$ cat config.mk
export PLATFORM = sky130hd
export DESIGN_NAME = pwl_breakpoint_loader
export DESIGN_NICKNAME = d
export VERILOG_FILES = /design/src/rtl/pwl_pkg.sv /design/src/rtl/bp_table_reg.sv /design/src/rtl/pwl_breakpoint_loader.sv
export SDC_FILE = /design/constraint.sdc
export NUM_CORES = 1
export LEC_CHECK = 0
export CORE_MARGIN = 1
export CORE_UTILIZATION = 54
export CTS_CLUSTER_SIZE = 28
export DETAILED_ROUTE_END_ITERATION = 7
export GPL_ROUTABILITY_DRIVEN = 0
export PLACE_DENSITY = 0.76
export SYNTH_ARGS = -nofsm -noshare
export SYNTH_HDL_FRONTEND = slang
export SYNTH_SLANG_ARGS = --single-unit
export TNS_END_PERCENT = 50
$ cat constraint.sdc
create_clock -name clk -period 6.6 [get_ports clk]
set_input_delay 0.99 -clock clk [delete_from_list [all_inputs] [get_ports clk]]
set_output_delay 0.99 -clock clk [all_outputs]
set_load 0.02 [all_outputs]
$ cat src/rtl/pwl_pkg.sv
// Shared constants and FSM state type for the piecewise-linear activation units.
package pwl_pkg;

  typedef enum logic [1:0] {
    EMPTY,
    LOAD,
    READY,
    ERROR
  } state_t;

  localparam int DEF_XDW     = 16;
  localparam int DEF_SEG_NUM = 8;

endpackage

$ cat src/rtl/bp_table_reg.sv
// Breakpoint register array: one write port, registered dual read of bp[idx]/bp[idx+1]
// with an out-of-range guard that forces zeros and drops valid.
module bp_table_reg import pwl_pkg::*; #(
  parameter int DW      = DEF_XDW,
  parameter int SEG_NUM = DEF_SEG_NUM,
  parameter int IDX_W   = $clog2(SEG_NUM + 1)
) (
  input  logic             clk,
  input  logic             rst,
  input  logic             wr_en,
  input  logic [IDX_W-1:0] wr_idx,
  input  logic [DW-1:0]    wr_data,
  input  logic             rd_en,
  input  logic [IDX_W-1:0] rd_idx,
  output logic [DW-1:0]    a_out,
  output logic [DW-1:0]    b_out,
  output logic             valid
);

  localparam logic [IDX_W-1:0] LAST = IDX_W'(SEG_NUM);

  logic [DW-1:0] mem [SEG_NUM+1];
  logic          in_range;

  // idx+1 stays inside the array whenever idx < SEG_NUM, so the guard covers both reads.
  assign in_range = rd_en && (rd_idx < LAST);

  always_ff @(posedge clk or posedge rst) begin
    if (rst) begin
      for (int unsigned i = 0; i <= unsigned'(SEG_NUM); i++) mem[i] <= '0;
      a_out <= '0;
      b_out <= '0;
      valid <= 1'b0;
    end else begin
      if (wr_en) mem[wr_idx] <= wr_data;
      a_out <= in_range ? mem[rd_idx] : '0;
      b_out <= in_range ? mem[rd_idx + IDX_W'(1)] : '0;
      valid <= in_range;
    end
  end

endmodule

$ cat src/rtl/pwl_breakpoint_loader.sv
// Streams in SEG_NUM+1 strictly increasing breakpoints, rejects non-increasing tables,
// and serves registered (a, b) segment bounds once a table is loaded.
module pwl_breakpoint_loader import pwl_pkg::*; #(
  parameter int xDW     = DEF_XDW,
  parameter int SEG_NUM = DEF_SEG_NUM,
  parameter int IDX_W   = $clog2(SEG_NUM + 1)
) (
  input  logic             clk,
  input  logic             rst,
  input  logic             load_start,
  input  logic             bp_valid,
  input  logic [xDW-1:0]   bp_data,
  output logic             bp_ready,
  output logic             load_done,
  output logic             load_err,
  input  logic [IDX_W-1:0] seg_idx,
  output logic [xDW-1:0]   a_out,
  output logic [xDW-1:0]   b_out,
  output logic             bounds_valid
);

  localparam logic [IDX_W-1:0] LAST = IDX_W'(SEG_NUM);

  state_t           state, state_nxt;
  logic [IDX_W-1:0] cnt, cnt_nxt;
  logic [xDW-1:0]   last_bp;
  logic             accept, mono_ok, wr_en, done_nxt, rd_en;

  assign bp_ready = (state == LOAD) && !load_start;
  assign load_err = (state == ERROR);
  assign accept   = bp_valid && bp_ready;
  // The first beat of a load has no predecessor to compare against.
  assign mono_ok  = (cnt == '0) || (bp_data > last_bp);
  assign wr_en    = accept && mono_ok;
  assign rd_en    = (state == READY) && !load_start;

  always_comb begin
    state_nxt = state;
    cnt_nxt   = cnt;
    done_nxt  = 1'b0;
    if (load_start) begin
      state_nxt = LOAD;
      cnt_nxt   = '0;
    end else if (state == LOAD && accept) begin
      if (!mono_ok) begin
        state_nxt = ERROR;
      end else if (cnt == LAST) begin
        state_nxt = READY;
        cnt_nxt   = '0;
        done_nxt  = 1'b1;
      end else begin
        cnt_nxt = cnt + IDX_W'(1);
      end
    end
  end

  always_ff @(posedge clk or posedge rst) begin
    if (rst) begin
      state     <= EMPTY;
      cnt       <= '0;
      last_bp   <= '0;
      load_done <= 1'b0;
    end else begin
      state     <= state_nxt;
      cnt       <= cnt_nxt;
      load_done <= done_nxt;
      if (wr_en) last_bp <= bp_data;
    end
  end

  bp_table_reg #(
    .DW      (xDW),
    .SEG_NUM (SEG_NUM),
    .IDX_W   (IDX_W)
  ) u_table (
    .clk     (clk),
    .rst     (rst),
    .wr_en   (wr_en),
    .wr_idx  (cnt),
    .wr_data (bp_data),
    .rd_en   (rd_en),
    .rd_idx  (seg_idx),
    .a_out   (a_out),
    .b_out   (b_out),
    .valid   (bounds_valid)
  );

endmodule

==> results.sh <==
export IMPL_clkTransAtPathRegs_ns=0.06
export IMPL_status="finished clean"
export IMPL_cp_max_fo=16
export IMPL_cts_buffer_depth=2
export IMPL_setup_worst_path_class="input pin to flip-flop"
export IMPL_end_kind="flip-flop"
export IMPL_layout_commonest_cell="dfrtp_1"
export IMPL_die_y_um=137.8
export IMPL_grt_max_degree=141
export IMPL_root_buffer="clkbuf_16"
export IMPL_holdBufCountCts=0
export IMPL_drv_slew=0
export IMPL_antenna_found_initial=0
export IMPL_fin_crit_ns=4.094
export IMPL_wirelength_um=22500
export IMPL_fmax_mhz=244.3
export IMPL_drtIter0Drc=461
export IMPL_worstPathArrival_ns=4.40
export IMPL_drive_gt1_frac=0.3978
export IMPL_fin_crit_sh=0.6203
export IMPL_track_usage=0.2563
export IMPL_die_area_um2=18980
export IMPL_dpl_instance_area_um2=10680
export IMPL_nFillCells=1351
export IMPL_ys_warnings_count=0
export IMPL_max_vdd_ir_drop_v=0.0002254
export IMPL_drc_errors=0
export IMPL_route_met3_wl_um=1138
export IMPL_met2_wirelength_um=11370
export IMPL_post_dp_hpwl_um=14030
export IMPL_core_area_um2=18020
export IMPL_slowest_delay_ns=0.97
export IMPL_clk_insertion_delay_late_ns=0.43
export IMPL_die_x_um=137.8
export IMPL_ctsHtreeMaxLevel=4
export IMPL_dr_pass1_iters=5
export IMPL_setup_violations=0
export IMPL_met1_length_um=9572
export IMPL_maxCapViolations=0
export IMPL_tightest_slew_ns=1.137
export IMPL_via_count=6076
export IMPL_pre_cts_slack_ns=2.057
export IMPL_cp_cell_sequence="clkdlybuf4s50_1 -> ha_1 -> nand2_1 -> o21ai_0 -> a211o_1 -> o2111a_1 -> mux2_2"
export IMPL_ys_seq_elements=200
export IMPL_hp_class="flip-flop to flip-flop"
export IMPL_cts_setup_buffers=0
export IMPL_viasPerCell=6.342
export IMPL_crit_path_top_delay_cell="o2111a_1"
export IMPL_seq_area_frac_synth=0.5027
export IMPL_layout_common_cells="200 x dfrtp_1, 165 x mux2_2, 64 x mux4_2, 57 x clkdlybuf4s50_1, 37 x nor2_1"
export IMPL_grt_overflow_total=0
export IMPL_cts_resized=0
export IMPL_n_antenna_cell=0
export IMPL_cts_tree="yes"
export IMPL_worst_setup_path_start_kind="input pin"
export IMPL_synthDistinctLibCells=41
export IMPL_relSlewSlack=0.2403
export IMPL_leakage_nw=5.126
export IMPL_io_pins=60
export IMPL_final_antenna_net_count=0
export IMPL_io_buffers=59
export IMPL_pwr_density_cell_nw_per_um2=322.6
export IMPL_regArea_um2=5005
export IMPL_clock_skew_ns=0.008885
export IMPL_start_util=0.5523
export IMPL_area_delta_synth_final_pct=12.79
export IMPL_wl_per_cell_um=23.48
export IMPL_cts_num_sinks=200
export IMPL_crit_required_ns=6.91
export IMPL_finalInstanceArea_um2=11230
export IMPL_syn_nets=729
export IMPL_cts_inserted_buffers=17
export IMPL_syn_area_per_cell_um2=14.56
export IMPL_routed_top_layer="met4"
export IMPL_grt_pass1_wl_um=35560
export IMPL_grt_pass1_vias=6386
export IMPL_fp_row_count=49
export IMPL_nets=762
export IMPL_rsz0062_at_grt="false"
export IMPL_syn_cell_area_um2=9956
export IMPL_synth_cells=684
export IMPL_multi_input_area_um2=4619
export IMPL_setup_tns_ns=0
export IMPL_hold_viol_final=0
export IMPL_layout_setup_ws_ns=2.506
[power breakdown]
part	total [mW]	internal, mW	switching, mW
sequential	1.69	1.49	0.200
clock	0.981	0.546	0.435
combinational	0.950	0.558	0.392
[per-stage QoR]
stage | hold WS (ns) | instances | utilization | power [mW]
3_3_place_gp | 0.4880 | 927 | 0.5925 | 2.571
3_5_place_dp | 0.4961 | 927 | 0.5925 | 2.654
4_1_cts | 0.5114 | 958 | 0.6230 | 3.640
2_1_floorplan | 0.4616 | 684 | - | 2.409
6_report | 0.5087 | 958 | 0.6230 | 3.623
5_1_grt | 0.5242 | 958 | 0.6230 | 3.796
[final timing paths]
check | depth (start not counted) | end | slack [ns] | startpoint
setup / recovery | 7 | u_table.mem[127] | 2.51 | bp_data[3]
hold / removal | 1 | u_table.mem[14] | 0.51 | u_table.mem[14]
setup reg to reg | 9 | u_table.mem[49] | 3.39 | last_bp[13]
hold reg to reg | 1 | u_table.mem[14] | 0.51 | u_table.mem[14]
max in group asynchronous | 3 | u_table.mem[119] | 3.98 | rst
min in group asynchronous | 2 | u_table.mem[27] | 1.13 | rst
[area by class of cell]
type / instances / area share
Clock buffer: 23 / 0.04256
Clock inverter: 8 / 0.006462
Inverter: 24 / 0.008691
Multi-Input combinational cell: 403 / 0.4114
Sequential cell: 200 / 0.4457
Tap cell: 229 / 0.02552
Timing Repair Buffer: 71 / 0.05972
[flip-flops by register name, summed over array words and instances (netlist names)]
register / cells
u_table.a_out: 16
last_bp: 16
state: 2
u_table.mem: 144
load_done: 1
cnt: 4
u_table.valid: 1
u_table.b_out: 16
[critical path, delay by kind of cell]
kind	cells	cell delay, ns
AND/OR/NAND/NOR	1	0.08
multiplexers	1	0.43
AO/OA/AOI/OAI	3	1.85
adder cells (fa/ha/maj)	1	0.42
buffers and inverters	1	0.63
[cells by family after synthesis]
kind of cell,after synthesis,share of synthesized area
buf+inv,81,0.03494
flops,200,0.5027
simple gates,80,0.03758
xor+xnor,2,0.001760
fa+ha+maj,21,0.02639
compound gates,44,0.03305
mux,256,0.3636
[per-layer routing]
layer / up-vias / global-route usage
met5: - / 0
met4: 0 / 0.08152
met3: 34 / 0.04452
met2: 179 / 0.4238
met1: 3264 / 0.3456
li1: 2599 / -
[cells in the mapped netlist (all sizes together)]
cell	n	area, um^2
buf	39	190.2
nor3	4	20.02
a41o	1	10.01
a21oi	8	40.04
mux2i	17	170.2
a31o	2	17.52
clkbuf	18	67.56
nand3	9	50.05
o31ai	1	7.510
nand2b	1	6.260
nand2	12	45.04
mux2	175	2008
nor4	1	6.260
and2	4	25.02
mux4	64	1441
o2111a	3	33.78
dfrtp	200	5005
nor3b	1	7.510
ha	21	262.8
a2111o	2	22.52
a22oi	16	120.1
o21a	1	7.510
or4b	1	10.01
or2	1	6.260
inv	24	90.09
nor2	37	138.9
and3	4	25.02
a311oi	1	8.760
a31oi	1	6.260
nor2b	1	6.260
a21o	3	22.52
xor2	2	17.52
a211o	2	17.52
o21ai	3	15.01
nor4b	1	8.760
nand4	3	18.77
Power figures use the tool's default switching activity.
